--- src/rtl/wb_regfile.sv ---
// wb_regfile: writeback stage and 32x32-bit integer register file of the RV32I core.
//
// Selects the writeback value from the WB pipeline register, commits it to the
// architectural register file on the rising clock edge and counts committed writes.
//
// Ports:
//   clk            core clock, all state updates on the rising edge
//   reset          synchronous active-high reset (beats a concurrent write)
//   RegWEn_WB      register write enable from WB pipeline register
//   WBSel_WB       writeback select: 00 load data, 01 ALU result, 10 PC+4, 11 reserved
//   PCPlus4_WB     return address for JAL/JALR
//   rsW_WB         destination register index
//   Alu_out_WB     ALU result
//   Data_Load_WB   load data (already extended)
//   rs1_addr       read port 1 index
//   rs2_addr       read port 2 index
//   rs1_data       read port 1 data (combinational)
//   rs2_data       read port 2 data (combinational)
//   wb_data        selected writeback value (combinational, 0 for reserved select)
//   wb_commit      a write is committed at the next edge (combinational)
//   retire_count   registered count of committed writes, wraps silently
//
// Build option:
//   WB_BYPASS_EN   when defined, a read of the register being committed this cycle
//                  returns wb_data (write-through). When undefined, reads return
//                  stored contents only and no WB input reaches rs*_data.

module wb_regfile #(
  parameter logic [31:0] SP_RESET = 32'h0000_0000
) (
  input  logic        clk,
  input  logic        reset,
  input  logic        RegWEn_WB,
  input  logic [1:0]  WBSel_WB,
  input  logic [31:0] PCPlus4_WB,
  input  logic [4:0]  rsW_WB,
  input  logic [31:0] Alu_out_WB,
  input  logic [31:0] Data_Load_WB,
  input  logic [4:0]  rs1_addr,
  input  logic [4:0]  rs2_addr,
  output logic [31:0] rs1_data,
  output logic [31:0] rs2_data,
  output logic [31:0] wb_data,
  output logic        wb_commit,
  output logic [31:0] retire_count
);

  logic [31:0] regs_q [32];
  logic [31:0] retire_q;
  logic [31:0] retire_d;

  // Writeback value select; reserved encoding yields 0.
  always_comb begin
    wb_data = '0;
    case (WBSel_WB)
      2'b00:   wb_data = Data_Load_WB;
      2'b01:   wb_data = Alu_out_WB;
      2'b10:   wb_data = PCPlus4_WB;
      default: wb_data = '0;
    endcase
  end

  assign wb_commit = RegWEn_WB && (rsW_WB != 5'd0) && (WBSel_WB != 2'b11) && !reset;

  assign retire_d     = wb_commit ? retire_q + 32'd1 : retire_q;
  assign retire_count = retire_q;

  always_ff @(posedge clk) begin
    if (reset) begin
      for (int i = 0; i < 32; i++) begin
        regs_q[i] <= (i == 2) ? SP_RESET : 32'h0;
      end
      retire_q <= '0;
    end else begin
      if (wb_commit) begin
        regs_q[rsW_WB] <= wb_data;
      end
      retire_q <= retire_d;
    end
  end

  always_comb begin
    rs1_data = '0;
    if (rs1_addr != 5'd0) begin
      rs1_data = regs_q[rs1_addr];
`ifdef WB_BYPASS_EN
      if (wb_commit && (rs1_addr == rsW_WB)) begin
        rs1_data = wb_data;
      end
`endif
    end
  end

  always_comb begin
    rs2_data = '0;
    if (rs2_addr != 5'd0) begin
      rs2_data = regs_q[rs2_addr];
`ifdef WB_BYPASS_EN
      if (wb_commit && (rs2_addr == rsW_WB)) begin
        rs2_data = wb_data;
      end
`endif
    end
  end

endmodule

--- config.mk ---
export PLATFORM = sky130hd
export DESIGN_NAME = wb_regfile
export DESIGN_NICKNAME = d
export VERILOG_FILES = /design/src/rtl/wb_regfile.sv
export SDC_FILE = /design/constraint.sdc
export NUM_CORES = 2
export LEC_CHECK = 0
export BUFFER_PORTS_ARGS = -buffer_cell sky130_fd_sc_hd__buf_2
export CAP_MARGIN = 20
export CORE_UTILIZATION = 56
export DETAILED_ROUTE_END_ITERATION = 10
export PLACE_DENSITY_LB_ADDON = 0.1
export SETUP_SLACK_MARGIN = 0.05
export SYNTH_ARGS = -nofsm -noshare
export SYNTH_HDL_FRONTEND = slang
export SYNTH_SLANG_ARGS = --single-unit
--- constraint.sdc ---
create_clock -name clk -period 2.89 [get_ports clk]
set_input_delay 0.578 -clock clk [delete_from_list [all_inputs] [get_ports clk]]
set_output_delay 0.578 -clock clk [all_outputs]
set_load 0.05 [all_outputs]
-- Word level (Yosys, flattened, before mapping)
Memory sizes are Yosys's and may differ from the RTL's.
Index checks and enable logic that the tools add are counted.
- eq/ne operators: 3
- reductions and logical operators: 9
- multiplexer cells: 11
- add/subtract/negate cells: 1
- operator list (cell ; number):
    $mux W32 ; 3
    $pmux W32 S3 ; 1
    $add A32 B1 Y32 const B ; 1
    $reduce_or A32 Y1 ; 1
    $reduce_bool A5 Y1 ; 3
    $mux W1 ; 6
    $mux W5 ; 1
    $logic_and A1 B1 Y1 ; 3
    $eq A2 B1 Y1 const B ; 1
    $eq A2 B2 Y1 const B ; 1
    $logic_not A2 Y1 ; 1
    $ne A2 B2 Y1 const B ; 1
    $logic_not A1 Y1 ; 1
- memories kept: 1
- output and inout port bits: 129
- register bits: 32
- memory bits (writable): 1024
- memory list (name ; words ; bits a word ; read ports ; clocked after memory_dff ; write ports ; RTL line ; RTL):
    regs_q ; 32 ; 32 ; 2 ; 0 ; 32 ; 48 ; logic [31:0] regs_q [32];

-- Longest topological paths before layout
- depth in word-level cells: 9
- gate-level depth with buffers: 9
- depth with buffers taken out: 5

-- Worst setup path after synthesis
No wires, ideal clock.
- path kind: input-to-output
- start point: in rs1_addr[0]
- end point: out rs1_data[11]
- required time: 2.312 ns
- path slack: -0.230 ns
- path buffers: 5
- arrival time: 2.542 ns
- stages: 8
- cell sequence: buf_2 -> buf_6 -> buf_4 -> and2_1 -> clkbuf_1 -> clkbuf_1 -> a221oi_1 -> a21oi_1
- word-level cells in the longest chain between the ends: 2
- elaborated cells between the ends (all ways): 3
- ends and longest elaborated chain (what ; RTL line ; RTL):
    start, declared ; 39 ; input logic [4:0] rs1_addr,
    $mem_v2 Z32 W32 or $reduce_bool A5 Y1 (tied branches) ; n/a ;
    $mux W32 (*) ; 84 ; if (rs1_addr != 5'd0) begin
    end, declared ; 41 ; output logic [31:0] rs1_data,
Every way passes the cells marked *; elsewhere a longest branch is shown, timed or not.

==> flow_summary.yaml <==
place:
  post-place-ws_ns: -0.479
  gp_congestion: 0.897
  dp_cells: 5366
  hpwl_um: 117000
  port_buffers: 244
  placedInstanceArea_um2: 61900
critical_path:
  cp-startpoint: "regs_q[16][2]"
  reg2reg_from: "retire_count[4]"
  cp-start-kind: "flip-flop"
  rrSetupSlack_ns: 0.71
  arrival_ns: 2.60
  cp.required_ns: 2.31
  end_kind: "output pin"
  crit_path_end: "rs1_data[2]"
  r2r_cells: 5
  critPathKind: "flip-flop to output pin"
  cp_max_fo: 2
  r2r-end: "retire_count[31]"
die:
  die_h_um: 313
  core_area_um2: 95400
  die_x_um: 313
  die_area_um2: 98200
  num_rows: 113
  ios: 245
  initial_core_util_pct: 56.9
yosys:
  ys.flop_type: "edfxtp_1"
  seq_area_frac_synth_pct: 57.8
  syn-cell-area_um2: 54300
  syn_inst: 3770
  ys_top_cells_by_area: "edfxtp_1 57%, mux4_2 21%, nor2_1 7.7%, mux2_2 2.7%, clkbuf_1 1.8%"
  synth.avg_cell_area_um2: 14.4
  synth_cell_types: 44
  yosysTopAreaCell: "edfxtp_1"
  synth-edff-count: 1024
  yosysWarnings: 0
  synth_top_cell_area_share_pct: 56.7
  async_reset_ff_share_pct: 0
  ys_seq_elements: 1056
status:
  status: "finished, violations left"
  violations: "setup timing"
drt:
  ant_nets: 0
  wire_per_inst_um: 32.3
  drc: 0
  via_count: 38500
  drt_iter0_drc: 5082
  vias_per_cell: 6.85
  totalWireLength_um: 181000
  first_pass_iters: 7
cells_and_area:
  fillers: 6164
  drive_gt1_share_pct: 42.5
  syn2layout_area_growth_pct: 25.4
  stdcell_count: 5625
  num-nets-final: 4388
  fin_area_um2: 68100
  final_common_cell: "nor2_1"
  final_cell_mix: "1085 x nor2_1, 1024 x edfxtp_1, 512 x mux4_2"
run:
  maxCapViolCount: 0
cts:
  hold_buffers: 0
  h-tree-depth: 3
  cts-root-buf: "clkbuf_16"
  clock_sinks: 1056
  cts-buffers-inserted: 112
  clk_path_buf_depth: 3
  clk_latency_ns: 0.70
  cts.clk_slew.worst_paths_ns: 0.06
  cts_tree: "yes"
hold_path:
  hold_path_class: "primary input to flip-flop"
grt:
  globalRouteOverflowTotal: 0
  grt_max_degree: 97
  grt_pass1_vias: 39200
  grt_pass1_wl_um: 259000
  antenna_found_initial: 4
  track_usage_pct: 36.8
sta:
  grt_setup_unrepaired: "true"
  fin_crit_sh_pct: 110
  fin_worst_skew_ns: 0.0106
  fmax_mhz: 315
  hold_viol: 0
  finalCriticalPeriod_ns: 3.18
  layout_setup_ws_ns: -0.287
  relSlewSlack_pct: 51.1
  finalSetupTns_ns: -12.31
  slew_viol_final: 0
  tightest_slew_ns: 0.733
  setup_viol: 64
power_and_ir_drop:
  power_density_nw_per_um2: 589
  leakage_nw: 24.2
  peakVddDrop_v: 0.000558
area by class of cell:
cell class,count,area (µm²),area share [%]
inverters,37,139,0.204
well taps,1265,1580,2.33
diodes,2,5.00,0.00735
flip-flops and latches,1056,31400,46.1
repair buffers,762,8090,11.9
clock buffers,142,2980,4.37
clock inverters,59,728,1.07
multi-input cells,2302,23200,34.0
registers in the layout, indices dropped and copies added (netlist names):
register,flops
regs_q,1024
retire_count,32
cell usage after synthesis, drive strengths merged (6+ instances only):
cell / count
nor2: 1110
edfxtp: 1024
mux4: 512
clkbuf: 265
buf: 141
mux2: 128
a21oi: 111
mux2i: 97
a221oi: 65
o221ai: 64
nand2: 43
inv: 37
nand2b: 35
dfxtp: 32
nand3: 17
o21ai: 12
xor2: 12
or3: 11
nand4: 9
or4: 7
nor3: 6
kinds of logic (layout without fill, tap and decap cells):
kind of cell | Yosys count | count (layout) | share of synthesized area (%)
AOI/OAI and AO/OA | 257 | 257 | 3.32
muxes | 737 | 737 | 25.7
buffers and inverters | 443 | 1000 | 3.57
xor gates and xnor gates | 15 | 15 | 0.242
DFF | 1056 | 1056 | 57.8
and+or+nand+nor | 1260 | 1260 | 9.31
other | 1 | 34 | 0.00691
adders and majority gates | 1 | 1 | 0.0230
worst max-delay path: stages (launching register included):
cell      delay (ns)
edfxtp_1        0.43
mux4_2          0.49
mux2i_2         0.22
nor2_1          0.09
a221oi_2        0.31
a21oi_4         0.16
buf_12          0.19
power breakdown:
part           switching, mW  internal (mW)  leakage (nW)  total, mW
Clock                   6.04           8.74          1.77       14.8
Combinational           4.00           3.30          12.4       7.30
Sequential             0.441           17.6          10.0       18.0
per-stage QoR:
stage          hold slack [ns]  utilization [%]  total power [mW]
2_1_floorplan            0.704                -              21.9
3_5_place_dp             0.493             64.8              24.8
4_1_cts                  0.311             70.5              39.9
6_report                 0.340             71.3              40.1
5_1_grt                  0.342             71.3              41.0
3_3_place_gp             0.463             64.8              24.7
worst min-delay path by stage:
stage                startpoint          endpoint  slack [ns]  depth (start not counted)
2_1_floorplan  retire_count[31]  retire_count[31]        0.70                          2
3_3_place_gp   retire_count[31]  retire_count[31]        0.46                          2
3_5_place_dp   retire_count[29]  retire_count[29]        0.49                          2
4_1_cts          Alu_out_WB[31]    regs_q[17][31]        0.31                          3
5_1_grt          Alu_out_WB[31]    regs_q[27][31]        0.34                          3
6_report         Alu_out_WB[31]    regs_q[17][31]        0.34                          3
layer usage:
metal	routed length (µm)	share of wire, %	vias up	global-route usage [%]
li1	-	-	15500	-
met1	61600	34	19600	47.3
met2	86800	48	2949	59.0
met3	22500	12	542	8.86
met4	10400	5.7	6	18.5
met5	46	0.025	-	0
what timing repair did:
action | CTS | global route
gates cloned | 8 | 7
pin swaps | 22 | 32
setup endpoints to repair | 64 | 64
setup buffers | 14 | 29
gates resized for setup | 263 | 67
Power figures use the tool's default switching activity.
